[config.mk]
export PLATFORM = sky130hd
export DESIGN_NAME = timer_arbiter
export DESIGN_NICKNAME = d
export VERILOG_FILES = /design/src/rtl/timer_arbiter_pkg.sv /design/src/rtl/timer_arbiter_prescaler.sv /design/src/rtl/timer_arbiter.sv
export SDC_FILE = /design/constraint.sdc
export NUM_CORES = 1
export LEC_CHECK = 0
export ABC_AREA = 1
export CAP_MARGIN = 20
export CORE_ASPECT_RATIO = 1.1
export CORE_MARGIN = 4
export CORE_UTILIZATION = 45
export CTS_BUF_LIST = sky130_fd_sc_hd__clkbuf_16
export DETAILED_ROUTE_END_ITERATION = 8
export PLACE_DENSITY_LB_ADDON = 0.2
export REMOVE_ABC_BUFFERS = 1
export SETUP_SLACK_MARGIN = 0.15
export SYNTH_ARGS = -nofsm -noshare
export SYNTH_HDL_FRONTEND = slang
export SYNTH_HIERARCHICAL = 1
export SYNTH_SLANG_ARGS = --single-unit
[constraint.sdc]
create_clock -name clk -period 4 [get_ports clk]
set_input_delay 0.4 -clock clk [delete_from_list [all_inputs] [get_ports clk]]
set_output_delay 0.4 -clock clk [all_outputs]
set_load 0.03 [all_outputs]
[src/rtl/timer_arbiter_pkg.sv]
// Shared types and helpers for the round-robin interval timer arbiter.
// Provides the FSM state encoding and the masked round-robin pick.
package timer_arbiter_pkg;

  localparam int kNumReqDef  = 4;
  localparam int kTickDivDef = 50000;
  localparam int kDurWDef    = 16;
  localparam int kIdxW       = 3;
  localparam int kReqMax     = 8;

  typedef enum logic [1:0] {
    ST_IDLE,
    ST_RUN,
    ST_DONE
  } state_e;

  // First set request at or after ptr, wrapping at n.
  function automatic logic [kIdxW-1:0] rr_pick(
    input logic [kReqMax-1:0] req,
    input logic [kIdxW-1:0]   ptr,
    input int                 n
  );
    logic [kIdxW-1:0] idx;
    logic             found;
    rr_pick = ptr;
    found   = 1'b0;
    idx     = ptr;
    for (int i = 0; i < kReqMax; i++) begin
      if (i < n) begin
        if (!found && req[idx]) begin
          rr_pick = idx;
          found   = 1'b1;
        end
        idx = (int'(idx) == n - 1) ? '0 : idx + 1'b1;
      end
    end
  endfunction

endpackage

[src/rtl/timer_arbiter_prescaler.sv]
// Coarse tick prescaler: counts 0..kTickDiv-1 while enabled.
// tick is high on the last count of each period.
module tick_prescaler #(
  parameter int kTickDiv = 4
) (
  input  logic clk,
  input  logic rst,
  input  logic clr,
  input  logic en,
  output logic tick
);

  localparam int kW = (kTickDiv > 1) ? $clog2(kTickDiv) : 1;
  localparam logic [kW-1:0] kLast = kW'(kTickDiv - 1);

  logic [kW-1:0] cnt;

  always_ff @(posedge clk) begin
    if (rst) begin
      cnt <= '0;
    end else if (clr) begin
      cnt <= '0;
    end else if (en) begin
      cnt <= (cnt == kLast) ? '0 : cnt + 1'b1;
    end
  end

  assign tick = (cnt == kLast);

endmodule

[src/rtl/timer_arbiter.sv]
// One interval timer shared round-robin among kNumReq requesters.
// Grants, counts the owner's duration in ticks, pulses done.
module timer_arbiter
  import timer_arbiter_pkg::*;
#(
  parameter int kNumReq  = kNumReqDef,
  parameter int kTickDiv = kTickDivDef,
  parameter int kDurW    = kDurWDef
) (
  input  logic                     clk,
  input  logic                     rst,
  input  logic [kNumReq-1:0]       req,
  input  logic [kNumReq*kDurW-1:0] dur,
  output logic [kNumReq-1:0]       grant,
  output logic [kNumReq-1:0]       done,
  output logic                     busy,
  output logic                     tick
);

  localparam logic [kNumReq-1:0] kOne =
    {{(kNumReq-1){1'b0}}, 1'b1};

  state_e             state;
  logic [kIdxW-1:0]   ptr;
  logic [kIdxW-1:0]   owner;
  logic [kIdxW-1:0]   pick;
  logic [kIdxW-1:0]   owner_nxt;
  logic [kReqMax-1:0] req_pad;
  logic [kDurW-1:0]   dur_sel;
  logic [kDurW-1:0]   remain;
  logic               owner_req;
  logic               load;
  logic               pre_tick;

  always_comb begin
    req_pad = '0;
    req_pad[kNumReq-1:0] = req;
  end

  assign pick      = rr_pick(req_pad, ptr, kNumReq);
  assign dur_sel   = dur[int'(pick)*kDurW +: kDurW];
  assign owner_req = req_pad[owner];
  assign load      = (state == ST_IDLE) && (|req);
  assign owner_nxt =
    (int'(owner) == kNumReq - 1) ? '0 : owner + 1'b1;

  tick_prescaler #(
    .kTickDiv(kTickDiv)
  ) u_pre (
    .clk (clk),
    .rst (rst),
    .clr (load),
    .en  (state == ST_RUN),
    .tick(pre_tick)
  );

  assign tick = busy & pre_tick;

  always_ff @(posedge clk) begin
    if (rst) begin
      state  <= ST_IDLE;
      grant  <= '0;
      done   <= '0;
      busy   <= 1'b0;
      ptr    <= '0;
      owner  <= '0;
      remain <= '0;
    end else begin
      unique case (state)
        ST_IDLE: begin
          done <= '0;
          if (load) begin
            owner  <= pick;
            grant  <= kOne << pick;
            busy   <= 1'b1;
            remain <= (dur_sel == '0) ? kDurW'(1) : dur_sel;
            state  <= ST_RUN;
          end
        end
        ST_RUN: begin
          // A dropped request beats a simultaneous final wrap.
          if (!owner_req) begin
            grant <= '0;
            busy  <= 1'b0;
            ptr   <= owner_nxt;
            state <= ST_IDLE;
          end else if (pre_tick) begin
            remain <= remain - 1'b1;
            if (remain == kDurW'(1)) begin
              grant <= '0;
              busy  <= 1'b0;
              done  <= kOne << owner;
              ptr   <= owner_nxt;
              state <= ST_DONE;
            end
          end
        end
        ST_DONE: begin
          done  <= '0;
          state <= ST_IDLE;
        end
        default: begin
          state <= ST_IDLE;
        end
      endcase
    end
  end

endmodule

-- After elaboration in Yosys (flattened, before gate mapping)
Cells that the tools add are included.
- $add $sub $neg: 6
- magnitude comparators: 5
- eq/ne operators: 16
- shifts and indexed selects: 3
- mux-type cells: 48
- bitwise logic cells: 1
- reduce and logical (&&, ||, !) cells: 20
- operators with widths (cell ; number):
    $mux W16 ; 5
    $shiftx A64 B8 Y16 ; 1
    $pmux W16 S2 ; 1
    $mux W3 ; 10
    $mux W4 ; 7
    $lt A3 B4 Y1 const B ; 5
    $add A16 B1 Y16 const B ; 1
    $eq A16 B1 Y1 const B ; 1
    $eq A16 B16 Y1 const B ; 1
    $logic_not A16 Y1 ; 1
    $pmux W4 S2 ; 2
    $sub A16 B1 Y16 const B ; 1
    $bmux W1 S3 ; 5
    $add A3 B1 Y3 const B ; 4
    $eq A3 B3 Y1 const B ; 4
    $mux W1 ; 12
    $reduce_and A4 Y1 ; 3
    $mux W2 ; 4
    $ne A2 B2 Y1 const B ; 4
    $shl A1 B3 Y4 const A ; 2
    $ne A3 B3 Y1 const B ; 2
    $reduce_and A3 Y1 ; 2
    $logic_and A1 B1 Y1 ; 4
    $ne A2 B1 Y1 const B ; 2
    11 further kinds ; 15
- register bits after elaboration: 49
- input bits: 70
- output and inout bits: 10
- word-level logic and storage cells: 107

-- Longest topological paths before layout
- depth after elaboration: 17
- depth in mapped cells: 31
- mapped depth without buffers: 31

-- Hierarchy
The synthesis kept the hierarchy.
- by module, submodules not included (module ; times used ; cells each ; area each (um^2)):
    timer_arbiter ; 1 ; 529 ; 2935.3
    tick_prescaler ; 1 ; 128 ; 858.3

-- Worst setup path before layout
Ideal clock, no wire load.
- kind: register -> register
- start: register ptr[0]
- end: register remain[0]
- arrival: 3.082 ns
- required time: 3.930 ns
- path slack: 0.848 ns
- cell stages (with the launch flop): 28
- path buffers: 1
- clock period less this slack: 3.152 ns
- cell sequence: dfxtp_1 ha_1 nand2_4 nand2_4 inv_1 ha_1 nand2_2 inv_2 ha_1 or2_2 nand3_1 nor2_2 nand2_2 nand2_1 nand2_2 nand2_4 buf_6 nand2_1 nand2_1 nand2_1 nand2_1 nand2_1 nand2_1 nor2_1 nand2_1 o21ai_1 nand2_1 a21oi_1
- word-level cells in the longest chain between the ends: 17
- RTL lines (what ; RTL line ; RTL):
    from (decl) ; timer_arbiter.sv:24 ; logic [kIdxW-1:0] ptr;
    from (signal assigned) ; timer_arbiter.sv:85 ; ptr <= owner_nxt;
    from (signal assigned) ; timer_arbiter.sv:93 ; ptr <= owner_nxt;
    parallel branches: the longest is 11 deep, another holds $add A3 B1 Y3 ; -- ;
    $mux W3 (*) ; timer_arbiter_pkg.sv:30 ; if (!found && req[idx]) begin
    $shiftx A64 B8 Y16 (*) ; timer_arbiter.sv:41 ; assign dur_sel = dur[int'(pick)*kDurW +: kDurW];
    $logic_not A16 Y1 ; timer_arbiter.sv:76 ; remain <= (dur_sel == '0) ? kDurW'(1) : dur_sel;
    $mux W16 (*) ; timer_arbiter.sv:76 ;
    $mux W16 (*) ; timer_arbiter.sv:72 ; if (load) begin
    $pmux W16 S2 (*) ; timer_arbiter.sv:69 ; unique case (state)
    to (signal assigned) ; timer_arbiter.sv:76 ;
    to (signal assigned) ; timer_arbiter.sv:88 ; remain <= remain - 1'b1;
    to (decl) ; timer_arbiter.sv:30 ; logic [kDurW-1:0] remain;
Every way passes the cells marked *. The select of a mux whose other input is x is not followed.
A chain may end at the register's enable or synchronous reset.

-- Final worst setup path
Same ends and word-level chain as after synthesis.

==> metrics.cfg <==
[die]
core_um2 = 8080
dieArea_um2 = 9960
row_count = 34
start_util_pct = 46.9
dieHeight_um = 104
pin_count = 80
die_w_um = 95.5

[global_routing]
grt_pass1_wl_um = 17800
grt_max_degree = 27
grt_pass1_vias = 4059
antenna_found_initial = 0
gr-usage-all-layers_pct = 21.5
grt_overflow = 0

[logic_synthesis]
ys.flop_type = dfxtp_1
synth_top_family_by_area = simple AND/OR/NAND/NOR gates
ys_ff_latch = 49
synthCells = 657
seq_area_frac_synth_pct = 25.9
synth.mux.area_fraction_pct = 0.264
synth_top_area_share_pct = 25.9
yosysMostFrequentCell = nand2_1
yosys-top-cells-area = dfxtp_1 26%, nand2_1 24%, nand3_1 8.8%, nor2_1 7.1%, inv_1 5.4%
synthTopCellsByCount = 241 x nand2_1, 72 x nor2_1, 67 x nand3_1
synth_area_per_cell_um2 = 5.77
synth_cell_types = 35
synth_warnings = 6
synth-async-reset-ratio_pct = 0
synth_top_cell_by_area = dfxtp_1
synth_xor_area_share_pct = 1.85
synth_area_um2 = 3790
synth_edf_count = 0
synthSimpleGateAreaFrac_pct = 47.2
synthAdderAreaFrac_pct = 3.30
synth_compound_area_share_pct = 12.1

[timing]
fmax_mhz = 289
clock_skew_ps = 4.79
min_period_ps = 3460
fin_ws_ps = 536
fin_crit_sh_pct = 86.6
relSlewSlack_pct = 58.6
tns_ps = 0
setup_violations = 0
rsz0062_at_grt = false
slew_viol_final = 0
worstMarginPinSlew_ps = 619
finalHoldViolCount = 0

[clock_network]
cts_tree = built
path_clk_slew_ps = 60
cts_sinks = 49
cts_buffers = 5
htree_levels = 2
clock_path_buffers = 2
cts_hold_buf = 0
clk_latency_ps = 280
clockRootBuffer = clkbuf_16

[layout]
antennaDiodeCount = 0
drive_above_1_share_pct = 8.16
syn2layout_area_growth_pct = 29.1
nFillCells = 827
stdcell_count = 843
fin_nets = 814

[routing]
first_iter_violations = 156
post_drt_wl_per_cell_um = 12.7
drt_wl_total_um = 10700
drtPass1Iterations = 5
vias = 4339
ant_nets = 0
routed_via_density = 5.15
drc = 0

[worst_setup_path]
path_buf_inv = 4
critPathMaxStageDelay_ps = 370
arrival_ps = 3680
critical_path_class = reg2reg
cpLargestDelayFamily = simple AND/OR/NAND/NOR gates
crit_required_ps = 4220
crit_path_top_delay_cell = dfxtp_4
end_kind = flip-flop
crit_top_cell = nand2_1
crit_fanout = 24
cp-start-kind = flip-flop

[flow_run]
maxCapViolCount = 0

[run_status]
status = finished, final reports clean

[placement]
dpl_worst_slack_ps = 369
dp_cells = 834
io_buffers = 79
dp_hpwl_um = 8320
place.gp.congestion = 0.873

[hold_path]
holdCritPathClass = reg2reg

==> cell families (layout without fill, tap and decap cells) <==
family | Yosys count | count (layout)
AOI/OAI and AO/OA | 84 | 84
xor gates and xnor gates | 8 | 8
adders and majority gates | 10 | 10
buffers and inverters | 87 | 164
DFF | 49 | 49
muxes | 1 | 1
and+or+nand+nor | 418 | 419
==> timing repair <==
item                                    4_1_cts  5_1_grt
resized for setup                             0       16
buffers inserted                              0        0
endpoints found under the setup margin        0        6
==> worst min-delay path, cell delays in order (launching register included) <==
cell and delay, ps:
dfxtp_1 310, nand2_1 60, a21oi_1 50
==> per-layer routing <==
metal / global-route usage, % / share of wire (%) / vias up
li1: - / - / 2251
met1: 26.3 / 42 / 1977
met2: 38.6 / 52 / 92
met3: 2.75 / 3.7 / 19
met4: 5.69 / 1.8 / 0
met5: 0 / 0 / -
==> metrics by stage <==
| step | hold slack [ps] | area (um2) | utilization [%] |
|---|---|---|---|
| after CTS | 472 | 4820 | 59.7 |
| after global placement | 453 | 4680 | 57.9 |
| after global routing | 496 | 4900 | 60.6 |
| after detailed placement | 462 | 4680 | 57.9 |
| final | 468 | 4900 | 60.6 |
| after floorplan | 452 | 3690 | - |
==> cell usage in the layout, fill, tap and decap left out, types with 6 or more instances in the layout <==
cell type	n
clkdlybuf4s50_1	79
nand2_2	6
nor2_1	72
nand2_1	239
inv_2	11
nand3_1	67
dfxtp_1	47
o21ai_0	26
xor2_1	6
a31oi_1	6
buf_4	7
a21oi_1	39
inv_1	57
ha_1	9
==> flip-flops by register name, indices dropped and copies added (netlist names) <==
| signal | count |
|---|---|
| state | 2 |
| remain | 16 |
| busy | 1 |
| done | 4 |
| ptr | 3 |
| owner | 3 |
| u_pre/cnt | 16 |
| grant | 4 |
==> layout make-up <==
| class | instances | area (um2) | share of cell area, % |
|---|---|---|---|
| Clock buffer | 5 | 125 | 2.55 |
| Tap cell | 108 | 135 | 2.76 |
| Inverter | 68 | 258 | 5.26 |
| Clock inverter | 3 | 15.0 | 0.307 |
| Sequential cell | 49 | 986 | 20.1 |
| Timing Repair Buffer | 88 | 870 | 17.8 |
| Multi-Input combinational cell | 522 | 2510 | 51.2 |
==> worst paths after layout <==
check / start / depth (start not counted) / end / slack (ps)
max reg2reg: ptr[0] / 28 / remain[0] / 540
min reg2reg: done[3] / 2 / done[3] / 470
max: ptr[0] / 28 / remain[0] / 540
min: done[3] / 2 / done[3] / 470
Power is left out: the tool's default activity adds up to more than one toggle a clock period on the data nets, which glitch-free logic cannot reach.
